===== src/rtl/snake_io_sequencer.sv =====
// IO initiator that polls a speed register and drives a 3-segment snake around a 4-digit 7-seg display.
// Optional macro SNAKE_PAUSE_EN adds a PAUSE input that freezes the dwell countdown.
module snake_io_sequencer #(
  parameter int unsigned DELAY_BASE = 2500000
) (
  input  logic        CLK,
  input  logic        RESET,
`ifdef SNAKE_PAUSE_EN
  input  logic        PAUSE,
`endif
  input  logic [31:0] IOReadData,
  output logic [3:0]  IOAddr,
  output logic [31:0] IOWriteData,
  output logic        IOWriteEn,
  output logic [3:0]  STEP
);

  localparam logic [3:0]  ADDR_DISPLAY = 4'h0;
  localparam logic [3:0]  ADDR_SPEED   = 4'h4;
  localparam logic [25:0] BASE_W       = 26'(DELAY_BASE);

  typedef enum logic [1:0] {
    S_READ,
    S_WRITE,
    S_WAIT
  } state_e;

  state_e      state_q, state_d;
  logic        run_q, run_d;
  logic [1:0]  speed_q, speed_d;
  logic [25:0] cnt_q, cnt_d;
  logic [3:0]  step_q, step_d;
  logic [3:0]  addr_q, addr_d;
  logic        wen_q, wen_d;
  logic [31:0] wdata_q, wdata_d;
  logic [25:0] cnt_load;
  logic        hold;
  logic        unused_rd;

  assign unused_rd = ^IOReadData[31:2];

`ifdef SNAKE_PAUSE_EN
  assign hold = PAUSE;
`else
  assign hold = 1'b0;
`endif

  function automatic logic [4:0] pos(input logic [3:0] s);
    case (s)
      4'd0:    pos = 5'd21;
      4'd1:    pos = 5'd14;
      4'd2:    pos = 5'd7;
      4'd3:    pos = 5'd0;
      4'd4:    pos = 5'd1;
      4'd5:    pos = 5'd2;
      4'd6:    pos = 5'd3;
      4'd7:    pos = 5'd10;
      4'd8:    pos = 5'd17;
      4'd9:    pos = 5'd24;
      4'd10:   pos = 5'd25;
      default: pos = 5'd26;
    endcase
  endfunction

  function automatic logic [3:0] prev_step(input logic [3:0] s);
    prev_step = (s == 4'd0) ? 4'd11 : s - 4'd1;
  endfunction

  function automatic logic [27:0] pat(input logic [3:0] s);
    logic [27:0] p;
    p = '0;
    p[pos(s)]                       = 1'b1;
    p[pos(prev_step(s))]            = 1'b1;
    p[pos(prev_step(prev_step(s)))] = 1'b1;
    pat = p;
  endfunction

  // Product taken modulo 2^26: for D = 2^26 the -1 still yields the correct all-ones load.
  assign cnt_load = BASE_W * 26'(3'd4 - {1'b0, speed_q}) - 26'd1;

  // Outputs are registered from the next state, so they always reflect the state being entered;
  // run_q holds the FSM in S_READ for the first edge after reset so IOAddr=4 is seen before any write.
  always_comb begin
    state_d = state_q;
    run_d   = 1'b1;
    speed_d = speed_q;
    cnt_d   = cnt_q;
    step_d  = step_q;
    if (!run_q) begin
      state_d = S_READ;
    end else begin
      case (state_q)
        S_READ: begin
          speed_d = IOReadData[1:0];
          state_d = S_WRITE;
        end
        S_WRITE: begin
          cnt_d   = cnt_load;
          state_d = S_WAIT;
        end
        S_WAIT: begin
          if (!hold) begin
            if (cnt_q == '0) begin
              state_d = S_READ;
              step_d  = (step_q == 4'd11) ? 4'd0 : step_q + 4'd1;
            end else begin
              cnt_d = cnt_q - 26'd1;
            end
          end
        end
        default: state_d = S_READ;
      endcase
    end

    addr_d  = (state_d == S_READ) ? ADDR_SPEED : ADDR_DISPLAY;
    wen_d   = (state_d == S_WRITE);
    wdata_d = wen_d ? {4'h0, pat(step_q)} : wdata_q;
  end

  always_ff @(posedge CLK or posedge RESET) begin
    if (RESET) begin
      state_q <= S_READ;
      run_q   <= 1'b0;
      speed_q <= '0;
      cnt_q   <= '0;
      step_q  <= '0;
      addr_q  <= '0;
      wen_q   <= 1'b0;
      wdata_q <= '0;
    end else begin
      state_q <= state_d;
      run_q   <= run_d;
      speed_q <= speed_d;
      cnt_q   <= cnt_d;
      step_q  <= step_d;
      addr_q  <= addr_d;
      wen_q   <= wen_d;
      wdata_q <= wdata_d;
    end
  end

  assign IOAddr      = addr_q;
  assign IOWriteData = wdata_q;
  assign IOWriteEn   = wen_q;
  assign STEP        = step_q;

endmodule


===== config.mk =====
export PLATFORM = sky130hd
export DESIGN_NAME = snake_io_sequencer
export DESIGN_NICKNAME = d
export VERILOG_FILES = /design/src/rtl/snake_io_sequencer.sv
export SDC_FILE = /design/constraint.sdc
export NUM_CORES = 1
export LEC_CHECK = 0
export CAP_MARGIN = 0
export CORE_MARGIN = 4
export CORE_UTILIZATION = 50
export CTS_CLUSTER_SIZE = 8
export DETAILED_ROUTE_END_ITERATION = 12
export PLACE_DENSITY = 0.78
export SYNTH_ARGS = -nofsm -noshare
export SYNTH_HDL_FRONTEND = slang
export SYNTH_SLANG_ARGS = --single-unit

===== constraint.sdc =====
create_clock -name CLK -period 3.15 [get_ports CLK]
set_input_delay 0.945 -clock CLK [delete_from_list [all_inputs] [get_ports CLK]]
set_output_delay 0.945 -clock CLK [all_outputs]
set_load 0.01 [all_outputs]

After elaboration in Yosys (flattened, before gate mapping)
Memories as Yosys holds them, arrays and structs flattened.
Cells that the tools add are included.
{ "word_totals": {"inputBits": 34, "ramBits": 0, "word_cells": 58, "rom_bits": 240, "latchBits": 0, "memories": 3, "register_bits": 67, "out_inout_bits": 41} }
{ "mem_list": {"columns": ["name", "depth", "word_bits", "read_ports", "rd_clocked_by_memory_dff", "wr", "line_no", "text"], "rows": [
  ["(name not given)", 16, 5, 1, 0, 0, "49", "case (s)"],
  ["(name not given)", 16, 5, 1, 0, 0, "49", null],
  ["(name not given)", 16, 5, 1, 0, 0, "49", null]
]} }
{ "classes": {"n_div": 0, "n_mux": 15, "mul": 1, "eq_ne": 5, "n_reduce_logical": 12, "bitwise": 2, "addsub": 6, "n_lt_le_gt_ge": 6, "n_shift": 0} }
{ "op_table": {"columns": ["op", "n"], "rows": [
  ["$or A28 B28 Y28", 2],
  ["$pmux W26 S2", 1],
  ["$sub A26 B1 Y26 const B", 2],
  ["$logic_not A26 Y1", 1],
  ["$mul A17 B26 Y21 const A", 1],
  ["$mux W26", 1],
  ["$lt A5 B6 Y1 const B", 3],
  ["$demux W1 S5", 3],
  ["$ge A5 B1 Y1 const B", 3],
  ["$mux W4", 3],
  ["$logic_not A4 Y1", 2],
  ["$sub A4 B1 Y4 const B", 2],
  ["$pmux W2 S3", 1],
  ["$reduce_and A3 Y1", 2],
  ["$add A4 B1 Y4 const B", 1],
  ["$eq A2 B1 Y1 const B", 2],
  ["$eq A4 B4 Y1 const B", 1],
  ["$logic_not A2 Y1", 2],
  ["$mux W2", 2],
  ["$sub A3 B2 Y4 const A", 1],
  ["$logic_and A1 B1 Y1", 3],
  ["$mux W1", 3],
  ["$mux W3", 1],
  ["$eq A2 B2 Y1 const B", 1],
  ["3 further kinds", 3]
]} }

Logic depth before layout (Yosys ltp)
Gate-level depths: netlist (run 1).
An unclocked memory read counts as a cell.
{ "depth": {"ltp_word": 10, "ltp_mapped": 13, "ltp_nobuf": 12} }

Worst setup path before layout (run 1)
No wires, ideal clock.
{ "synth_path": {"kind": "register to register", "from": "reg step_q[0], in the netlist STEP[0]", "to": "reg wdata_q[9], in the netlist IOWriteData[9]", "period_less_slack_ns": 3.379, "n_path_buf": 2, "path_slack_ns": -0.229, "path_stages_with_launch": 14, "t_required_ns": 3.018, "setup_time_ns": 0.132, "arrival_time_ns": 3.247, "path_cell_list": "dfrtp_1 > buf_4 > inv_1 > ha_1 > ha_1 > inv_1 > nand2_2 > ha_1 > a21o_1 > nor2_1 > o32ai_2 > buf_4 > nand3_1 > a21oi_1"} }
{ "synth_via": {"elab_chain_cells": 10, "elab_cells_between_ends": 26, "cone_classes": "add/sub (2); order compare (6); mux (8); bitwise (2); reduce/logical (5); memory (3)"} }
{ "synth_rtl": {"columns": ["element", "line_no", "text"], "rows": [
  ["start, declared", "32", "logic [3:0] step_q, step_d;"],
  ["start signal, assigned", "135", "step_q <= step_d;"],
  ["$sub A4 B1 Y4 / $logic_not A4 Y1 (equally long branches)", "66", "prev_step = (s == 4'd0) ? 4'd11 : s - 4'd1;"],
  ["$mux W4", "66", null],
  ["$sub A4 B1 Y4 / $logic_not A4 Y1 (equally long branches)", "66", null],
  ["$mux W4", "66", null],
  ["$mem_v2 Z16 W5", null, null],
  ["$lt A5 B6 Y1 (not written as such) / $ge A5 B1 Y1 (equally long branches)", "74", "p[pos(prev_step(prev_step(s)))] = 1'b1;"],
  ["$logic_and A1 B1 Y1 (not written as such)", "74", null],
  ["$mux W1 (not written as such)", "74", null],
  ["$demux W1 S5", "74", null],
  ["$or A28 B28 Y28 (no line) (*)", null, null],
  ["end signal, assigned", "138", "wdata_q <= wdata_d;"],
  ["end, declared", "35", "logic [31:0] wdata_q, wdata_d;"]
]} }
Mark *: on every way between the ends. The rest lies on a longest branch, timed or not.
A chain may end at the register's enable or synchronous reset.

Worst setup path after layout (run 1)
{ "layout_path": {"from": "reg step_q[1], in the netlist STEP[1]", "to": "reg wdata_q[4], in the netlist IOWriteData[4]"} }
Same word-level chain as after synthesis.

==> impl_results.md, run 1 <==
* CTS H-Tree Depth at 3
* End of the critical path: IOWriteData[4]
* Status: completed
* Post-route clock period utilization at 93.3%
* Multi-input logic area at 3010 µm²
* Hold Fails Final Rpt at 0
* Yosys top cell area share at 33.4%
* CTS root buf: clkbuf_8
* Post-route ant nets at 0
* Inst Count DP at 733
* Register area share after synthesis at 33.4%
* Flop2flop setup slack at 0.21 ns
* # setup viols final at 0
* Register area at 1630 µm²
* CP startpoint: STEP[1]
* IO Pins at 75
* Pin count of the biggest net entering global routing at 44
* First-pass GRT wire length at 21,400 µm
* Max-cap violations at 0
* Starting Density at 51.9%
* FF-to-FF Start: STEP[1]
* Post-Synthesis Cells at 582
* Drt drc at 0
* Power Density at 580 nW/µm²
* Worst-Skew Late Latency at 0.36 ns
* Syn Area/Cell at 8.36 µm²
* Least-Margin Pin Slew at 0.816 ns
* Synth area leader: dfrtp_1
* WL/cell at 17.3 µm
* First drt pass iteration count at 5
* Minimum clock period at 2.94 ns
* CP required at 3.43 ns
* Ant. Diodes at 0
* Synth cell count leaders: nor2_1 (80), dfrtp_1 (65), a21oi_1 (44), o21ai_0 (42), nand2_1 (30)
* Number of synthesized flops with an enable pin at 0
* Core Area at 9370 µm²
* CTS Buffer Depth at 2
* GRT Total Usage at 23.0%
* RSZ-0062 raised after global routing: false
* Critical Path Max Stage Delay at 0.46 ns
* Critical path's slowest cell: o32a_1
* Via count at 4,721
* DR vias/cell at 6.29
* CTS Buf Count at 9
* Count leader, synth: nor2_1
* Worst R2R Path Depth at 11
* Crit-path max FO at 7
* Area growth from synthesis to layout at 16.1%
* Hold buffer count at CTS at 0
* Port Buffer Count at 37
* Pre-CTS setup slack at 0.0844 ns
* CTS tree: built
* Top_reg_cell synth: dfrtp_1
* Vias in the first global route at 4,332
* Placed Area at 5390 µm²
* Final Instance Area at 5650 µm²
* Unique masters post-synth at 71
* Mapped Area at 4870 µm²
* Rows at 35
* F_max at 0.340 GHz
* HP Class: reg2reg
* Non-Filler Instances at 750
* Worst EP arrival at 3.22 ns
* Worst Setup Slack, final at 0.211 ns
* Crit-path cells: inv_1 -> ha_1 -> ha_1 -> inv_1 -> nand2_2 -> ha_4 -> a2111oi_4 -> o32a_1 -> nor4_4 -> nand3_1 -> a21oi_1
* Max-slew headroom at 44.9%
* Reg-to-Reg End: IOWriteData[4]
* Die footprint at 11,400 µm²
* CTS Sinks at 65
* Share of cells above drive strength 1 at 11.0%
* Dominant cells by area after synthesis: dfrtp_1 (33%), ha_1 (6.9%), nor2_1 (6.2%)
* P_leak at 2.24 nW
* Layout fillers at 830
* Ys Warns at 0
* VDD IR max at 0.000395 V
* Slew Viols, Final at 0
* Sum of negative setup slack at 0 ns
* Yosys reg bits at 65
* Initial antenna violation count at 0
* Detailed Route Iter0 Violations at 447
* Die span in x at 107 µm
* Clk slew on worst S/H paths at 0.08 ns
* GR Overflow Total at 0
* Asr flop ratio synth at 100%
* Die extent in y at 107 µm
* Final GP Congestion at 0.922
* Worst setup SP type: flip-flop
* WS Path Type: reg2reg
* Clock skew at 0.0136 ns
* DPL Wire Length at 9480 µm
* Worst setup EP type: flip-flop
* Fin util at 60.3%
* Detailed Route WL at 13,000 µm
* Layout net count at 677
==> cell type report <==
| class | count | share of cell area [%] |
|---|---|---|
| Tap cell | 129 | 2.86 |
| Timing Repair Buffer | 59 | 9.70 |
| Inverter | 22 | 1.46 |
| Sequential cell | 65 | 28.8 |
| Clock buffer | 10 | 2.26 |
| Multi-Input combinational cell | 459 | 53.3 |
| Clock inverter | 6 | 1.64 |
==> cells in the final DEF, fill, tap and decap left out, types with 6 or more instances in the layout <==
cell             synthesis  routed
nor2_1                  80      79
dfrtp_1                 65      64
a21oi_1                 44      44
o21ai_0                 42      42
clkdlybuf4s50_1          0      37
nand2_1                 30      30
a221oi_1                27      27
ha_1                    27      26
inv_1                   22      21
buf_4                    9      21
nand3_1                 20      20
o22ai_1                 17      17
nor3_1                  13      13
a31oi_1                 11      11
o22a_1                  11      11
clkbuf_8                 0       9
nand2b_1                 8       8
and2_1                   8       8
conb_1                   2       8
nor4_1                   7       7
and3_1                   6       6
==> routing by layer <==
layer / up-vias / share of wire (%) / wire [µm] / GRT usage (%)
met2: 227 / 46 / 5930 / 35.5
met1: 2237 / 43 / 5630 / 32.1
met3: 29 / 8.7 / 1130 / 4.58
li1: 2228 / - / - / -
met4: 0 / 2.2 / 281 / 8.31
met5: - / 0 / 0 / 0
==> critical path: cells and delay by family, from the launching register on <==
kind	cells	cell delay, ns
AND/OR/NAND/NOR	3	0.65
AO/OA/AOI/OAI	3	0.70
buffers and inverters	2	0.31
adder cells (fa/ha/maj)	3	0.83
flip-flops	1	0.38
==> what timing repair did <==
item / in CTS / in global routing
setup endpoints to repair: 0 / 17
endpoints found under the hold margin: 0 / 0
resized for setup: 0 / 4
buffers inserted: 0 / 1
==> power by group <==
group | internal (mW) | total, mW | switching (mW)
Sequential | 1.08 | 1.34 | 0.261
Clock | 0.448 | 0.803 | 0.354
Combinational | 0.547 | 1.14 | 0.588
==> worst min path at each step <==
stage | from | to | cells after the start
after floorplan | cnt_q[11] | cnt_q[11] | 2
after global placement | cnt_q[20] | cnt_q[20] | 1
after detailed placement | cnt_q[20] | cnt_q[20] | 1
after CTS | IOWriteData[22] | IOWriteData[22] | 2
after global routing | IOWriteData[22] | IOWriteData[22] | 2
final | IOWriteData[22] | IOWriteData[22] | 2
==> metrics by stage <==
stage / total power [mW] / hold WS, ns
6_report: 3.28 / 0.520
5_1_grt: 3.49 / 0.537
4_1_cts: 3.29 / 0.523
3_5_place_dp: 2.48 / 0.499
3_3_place_gp: 2.43 / 0.494
2_1_floorplan: 2.05 / 0.472
==> flip-flops by register name, summed over array words and instances (netlist names) <==
signal	cells
IOWriteData	28
cnt_q	26
STEP	4
speed_q	2
state_q	2
IOAddr	1
IOWriteEn	1
run_q	1
==> cells by family (layout without fill, tap and decap cells) <==
family / count (synthesis) / in the layout / synth area share (%)
and+or+nand+nor: 207 / 207 / 22.1
AOI/OAI and AO/OA: 206 / 206 / 29.0
DFF: 65 / 65 / 33.4
buffers and inverters: 64 / 97 / 6.17
adders and majority gates: 27 / 27 / 6.94
xor gates and xnor gates: 8 / 8 / 1.44
muxes: 3 / 3 / 0.771
other: 2 / 8 / 0.154
Note: power is estimated with default switching activity, not from simulation.
==> inputs of run 2 (changes only) <==
--- a/config.mk
+++ b/config.mk
@@ -6,7 +6,6 @@
 export NUM_CORES = 1
 export LEC_CHECK = 0
 export CAP_MARGIN = 0
-export CORE_MARGIN = 4
 export CORE_UTILIZATION = 50
 export CTS_CLUSTER_SIZE = 8
 export DETAILED_ROUTE_END_ITERATION = 12
==> impl_results.md, run 2 (synthesized netlist as in run 1, its figures left out) <==
* Inst Count DP at 731
* Worst Setup Slack, final at 0.220 ns
* CTS Sinks at 65
* GRT Total Usage at 27.6%
* HP Class: reg2reg
* Fin util at 60.5%
* Detailed Route Iter0 Violations at 416
* Hold path depth at 2
* Max-cap violations at 0
* Vias in the first global route at 4,541
* # setup viols final at 0
* CTS Buffer Depth at 2
* Share of cells above drive strength 1 at 11.3%
* Rows at 35
* Post-route clock period utilization at 93.0%
* Hold WS at 0.516 ns
* Starting Density at 52.2%
* Max-slew headroom at 38.1%
* CP bufs+invs at 2
* First drt pass iteration count at 5
* Initial antenna violation count at 0
* Worst setup EP type: flip-flop
* Worst R2R Path Depth at 11
* Port Buffer Count at 37
* First-pass GRT wire length at 22,100 µm
* Minimum clock period at 2.93 ns
* Slew Viols, Final at 0
* Critical Path Max Stage Delay at 0.47 ns
* Sum of negative setup slack at 0 ns
* Clk slew on worst S/H paths at 0.08 ns
* Ant. Diodes at 0
* Pint at 2.12 mW
* Die extent in y at 101 µm
* Worst path depth at 11
* Pin count of the biggest net entering global routing at 66
* Worst setup SP type: flip-flop
* CTS root buf: clkbuf_8
* CTS tree: built
* Clock skew at 0.0116 ns
* Drt drc at 0
* GR Overflow Total at 0
* Flop pwr share at 40.4%
* RSZ-0062 raised after global routing: false
* Largest delay share family, worst path: adder cells
* Final Instance Area at 5650 µm²
* Hold buffer count at CTS at 0
* Final GP Congestion at 0.928
* CTS Buf Count at 9
* Layout net count at 676
* DPL Wire Length at 9370 µm
* Clock power share at 24.9%
* Non-Filler Instances at 749
* Commonest non-fill, non-tap cell in the layout: nor2_1
* Pre-CTS setup slack at 0.0966 ns
* Max FFs per register at 28
* IO Pins at 75
* Die span in x at 101 µm
* WS Path Type: reg2reg
* Via count at 4,719
* VDD IR max at 0.000556 V
* Least-Margin Pin Slew at 0.916 ns
* Placed Area at 5380 µm²
* Status: completed
* Area growth from synthesis to layout at 16.0%
* Crit-path cells: inv_1 -> ha_1 -> ha_1 -> inv_1 -> nand2_4 -> ha_4 -> a2111oi_4 -> o32a_2 -> nor4_4 -> nand3_1 -> a21oi_1
* Total power at 3.32 mW
* Critical path's slowest cell: o32a_2
* WL/cell at 17.6 µm
* Hold Fails Final Rpt at 0
* Power Density at 589 nW/µm²
* Logic pwr share at 34.6%
* Die footprint at 10,100 µm²
* Commonest non-fill, non-tap cells in the layout: nor2_1 (79), dfrtp_1 (63), a21oi_1 (44), o21ai_0 (42), clkdlybuf4s50_1 (37)
* Worst EP arrival at 3.20 ns
* Post-route ant nets at 0
* P_leak at 2.25 nW
* F_max at 0.341 GHz
* Psw at 1.21 mW
* Crit-path max FO at 7
* Detailed Route WL at 13,200 µm
* DR vias/cell at 6.30
* Worst-Skew Late Latency at 0.35 ns
* CP required at 3.42 ns
* Fraction of power spent switching nets at 36.4%
* Core Area at 9330 µm²
* CTS H-Tree Depth at 3
run 2: power by group through the flow:
stage	sequential [mW]	combinational, mW	clock, mW
after floorplan	1.33	0.721	0
after global placement	1.33	1.09	0
after detailed placement	1.35	1.14	0
after CTS	1.33	1.14	0.838
after global routing	1.38	1.27	0.873
final	1.34	1.15	0.829
run 2: tightest hold or removal path: cells and delay by family (launching register included):
| kind | cells | cell delay, ns |
|---|---|---|
| DFF | 1 | 0.36 |
| AOI/OAI and AO/OA | 1 | 0.07 |
| and+or+nand+nor | 1 | 0.05 |
run 2: timing repair:
action / in CTS / in global routing
gates resized for setup: 0 / 6
setup buffers: 0 / 2
endpoints found under the setup margin: 0 / 21
run 2: area by class of cell:
class	instances	area (µm²)
sequential	65	1630
fill	795	3680
clock inverter	5	77.6
tap	129	161
clock buffer	11	151
inverter	22	82.6
multi-input combinational	459	3000
timing repair buffer	58	541
run 2: worst paths after layout:
check                                 from               to  slack, ns
setup / recovery                   STEP[0]   IOWriteData[4]       0.22
hold / removal             IOWriteData[22]  IOWriteData[22]       0.52
hold reg to reg            IOWriteData[22]  IOWriteData[22]       0.52
max in group asynchronous            RESET          STEP[0]       1.86
min in group asynchronous            RESET        IOWriteEn       0.98
setup reg to reg                   STEP[0]   IOWriteData[4]       0.22
run 2: routing by layer:
metal | GRT usage [%] | vias up | share of wire [%]
met5 | 0 | - | 0
met4 | 10.9 | 0 | 2.3
met3 | 6.24 | 41 | 7.8
met2 | 43.9 | 202 | 47
met1 | 36.5 | 2251 | 43
li1 | - | 2225 | -
==> inputs of run 3 (changes only) <==
--- a/config.mk
+++ b/config.mk
@@ -5,11 +5,12 @@
 export SDC_FILE = /design/constraint.sdc
 export NUM_CORES = 1
 export LEC_CHECK = 0
+export ABC_CLOCK_PERIOD_IN_PS = 3150
 export CAP_MARGIN = 0
-export CORE_UTILIZATION = 50
+export CORE_UTILIZATION = 45
 export CTS_CLUSTER_SIZE = 8
 export DETAILED_ROUTE_END_ITERATION = 12
-export PLACE_DENSITY = 0.78
+export DONT_BUFFER_PORTS = 1
 export SYNTH_ARGS = -nofsm -noshare
 export SYNTH_HDL_FRONTEND = slang
 export SYNTH_SLANG_ARGS = --single-unit
==> impl_results.md, run 3 (synthesized netlist as in run 1, its figures left out) <==
* Flop2flop setup slack at 0.18 ns
* WL/cell at 18.8 µm
* First drt pass iteration count at 6
* Post-route ant nets at 0
* First-pass GRT wire length at 22,400 µm
* Rows at 37
* Clk slew on worst S/H paths at 0.08 ns
* RSZ-0062 raised after global routing: false
* VDD IR max at 0.000306 V
* GR Overflow Total at 0
* CTS Sinks at 65
* CTS tree: built
* Share of cells above drive strength 1 at 12.9%
* Worst Setup Slack, final at 0.176 ns
* Hold Fails Final Rpt at 0
* Ant. Diodes at 0
* Slew Viols, Final at 0
* P_leak at 2.14 nW
* Die span in x at 106 µm
* CP required at 3.42 ns
* CTS Buf Count at 9
* Area growth from synthesis to layout at 9.51%
* # setup viols final at 0
* Pin count of the biggest net entering global routing at 49
* Starting Density at 46.7%
* Worst EP arrival at 3.25 ns
* CTS Buffer Depth at 2
* Initial antenna violation count at 0
* Vias in the first global route at 4,218
* Detailed Route Iter0 Violations at 431
* CTS H-Tree Depth at 3
* Worst setup EP type: flip-flop
* Max-slew headroom at 49.3%
* Core Area at 10,400 µm²
* HP Class: reg2reg
* Detailed Route WL at 13,700 µm
* Die extent in y at 106 µm
* Clock skew at 0.0127 ns
* Max-cap violations at 0
* Least-Margin Pin Slew at 0.760 ns
* Drt drc at 0
* Layout fillers at 991
* Post-route clock period utilization at 94.4%
* DR vias/cell at 6.35
* Minimum clock period at 2.97 ns
* Final GP Congestion at 0.866
* WS Path Type: reg2reg
* Worst-Skew Late Latency at 0.35 ns
* Status: completed
* Port Buffer Count at 0
* Pre-CTS setup slack at 0.0633 ns
* Commonest non-fill, non-tap cell in the layout: nor2_1
* Layout net count at 647
* Die footprint at 11,200 µm²
* DPL Wire Length at 9700 µm
* Commonest non-fill, non-tap cells in the layout: nor2_1 (79), dfrtp_1 (64), a21oi_1 (44), o21ai_0 (42), nand2_1 (30)
* IO Pins at 75
* F_max at 0.336 GHz
* Crit-path max FO at 7
* CTS root buf: clkbuf_8
* Power Density at 593 nW/µm²
* Max FFs per register at 28
* Sum of negative setup slack at 0 ns
* Worst setup SP type: flip-flop
* GRT Total Usage at 25.2%
* Via count at 4,617
-- run 3: cell types whose count changed in the layout (fill, tap and decap cells not counted), sizes merged --
cell / before / now
clkdlybuf4s50: 37 / 0
buf: 21 / 29
clkbuf: 11 / 10
inv: 22 / 23
-- run 3: final cells by class --
type                       count  area (µm²)  share of cell area (%)
tap                          136         170                    3.19
sequential                    65        1630                    30.5
clock buffer                  10         138                    2.58
clock inverter                 6        90.1                    1.69
inverter                      22        82.6                    1.55
timing repair buffer          29         230                    4.32
multi-input combinational    459        2990                    56.1
-- run 3: layer usage --
metal / vias up / routed length [µm] / global-route usage (%) / share of wire, %
li1: 2154 / - / - / -
met1: 2262 / 6410 / 37.0 / 47
met2: 182 / 6120 / 37.2 / 45
met3: 19 / 934 / 5.15 / 6.8
met4: 0 / 194 / 7.14 / 1.4
met5: - / 0 / 0 / 0
-- run 3: power by group --
part,switching (mW),internal (mW)
clock network,0.368,0.470
registers,0.306,1.08
logic,0.524,0.414
total,1.20,1.96
-- run 3: stage by stage --
step                util, %  instances  total power, mW  hold slack, ns  instance area, µm²
finish                 51.2        727             3.16           0.514                5330
global route           51.2        727             3.37           0.547                5330
CTS                    51.0        726             3.17           0.516                5310
detailed placement     48.8        710             2.33           0.501                5080
global placement       48.8        710             2.29           0.495                5080
floorplan                 -        588             2.05           0.472                4910
-- run 3: critical path: stages (launching register included) --
cell and delay (ns):
dfrtp_1 0.38, inv_1 0.15, ha_1 0.19, or3b_1 0.39, nand2_2 0.17, ha_2 0.36
a2111oi_4 0.36, o32ai_1 0.25, a211oi_2 0.21, buf_4 0.17, nand3_1 0.07, a21oi_1 0.18
-- run 3: repair_timing --
item / 4_1_cts / 5_1_grt
resized for setup: 0 / 2
setup endpoints to repair: 0 / 8
hold buffers: 0 / 0
hold endpoints to repair: 0 / 0
buffers inserted: 0 / 1
-- run 3: final timing paths --
path                                 from               to  cells past startpoint
worst max-delay path              STEP[1]   IOWriteData[8]                     11
worst min register to register  cnt_q[20]        cnt_q[20]                      1
max in group asynchronous           RESET  IOWriteData[19]                      2
worst max register to register    STEP[1]   IOWriteData[8]                     11
worst min-delay path            cnt_q[20]        cnt_q[20]                      1
min in group asynchronous           RESET   IOWriteData[6]                      1
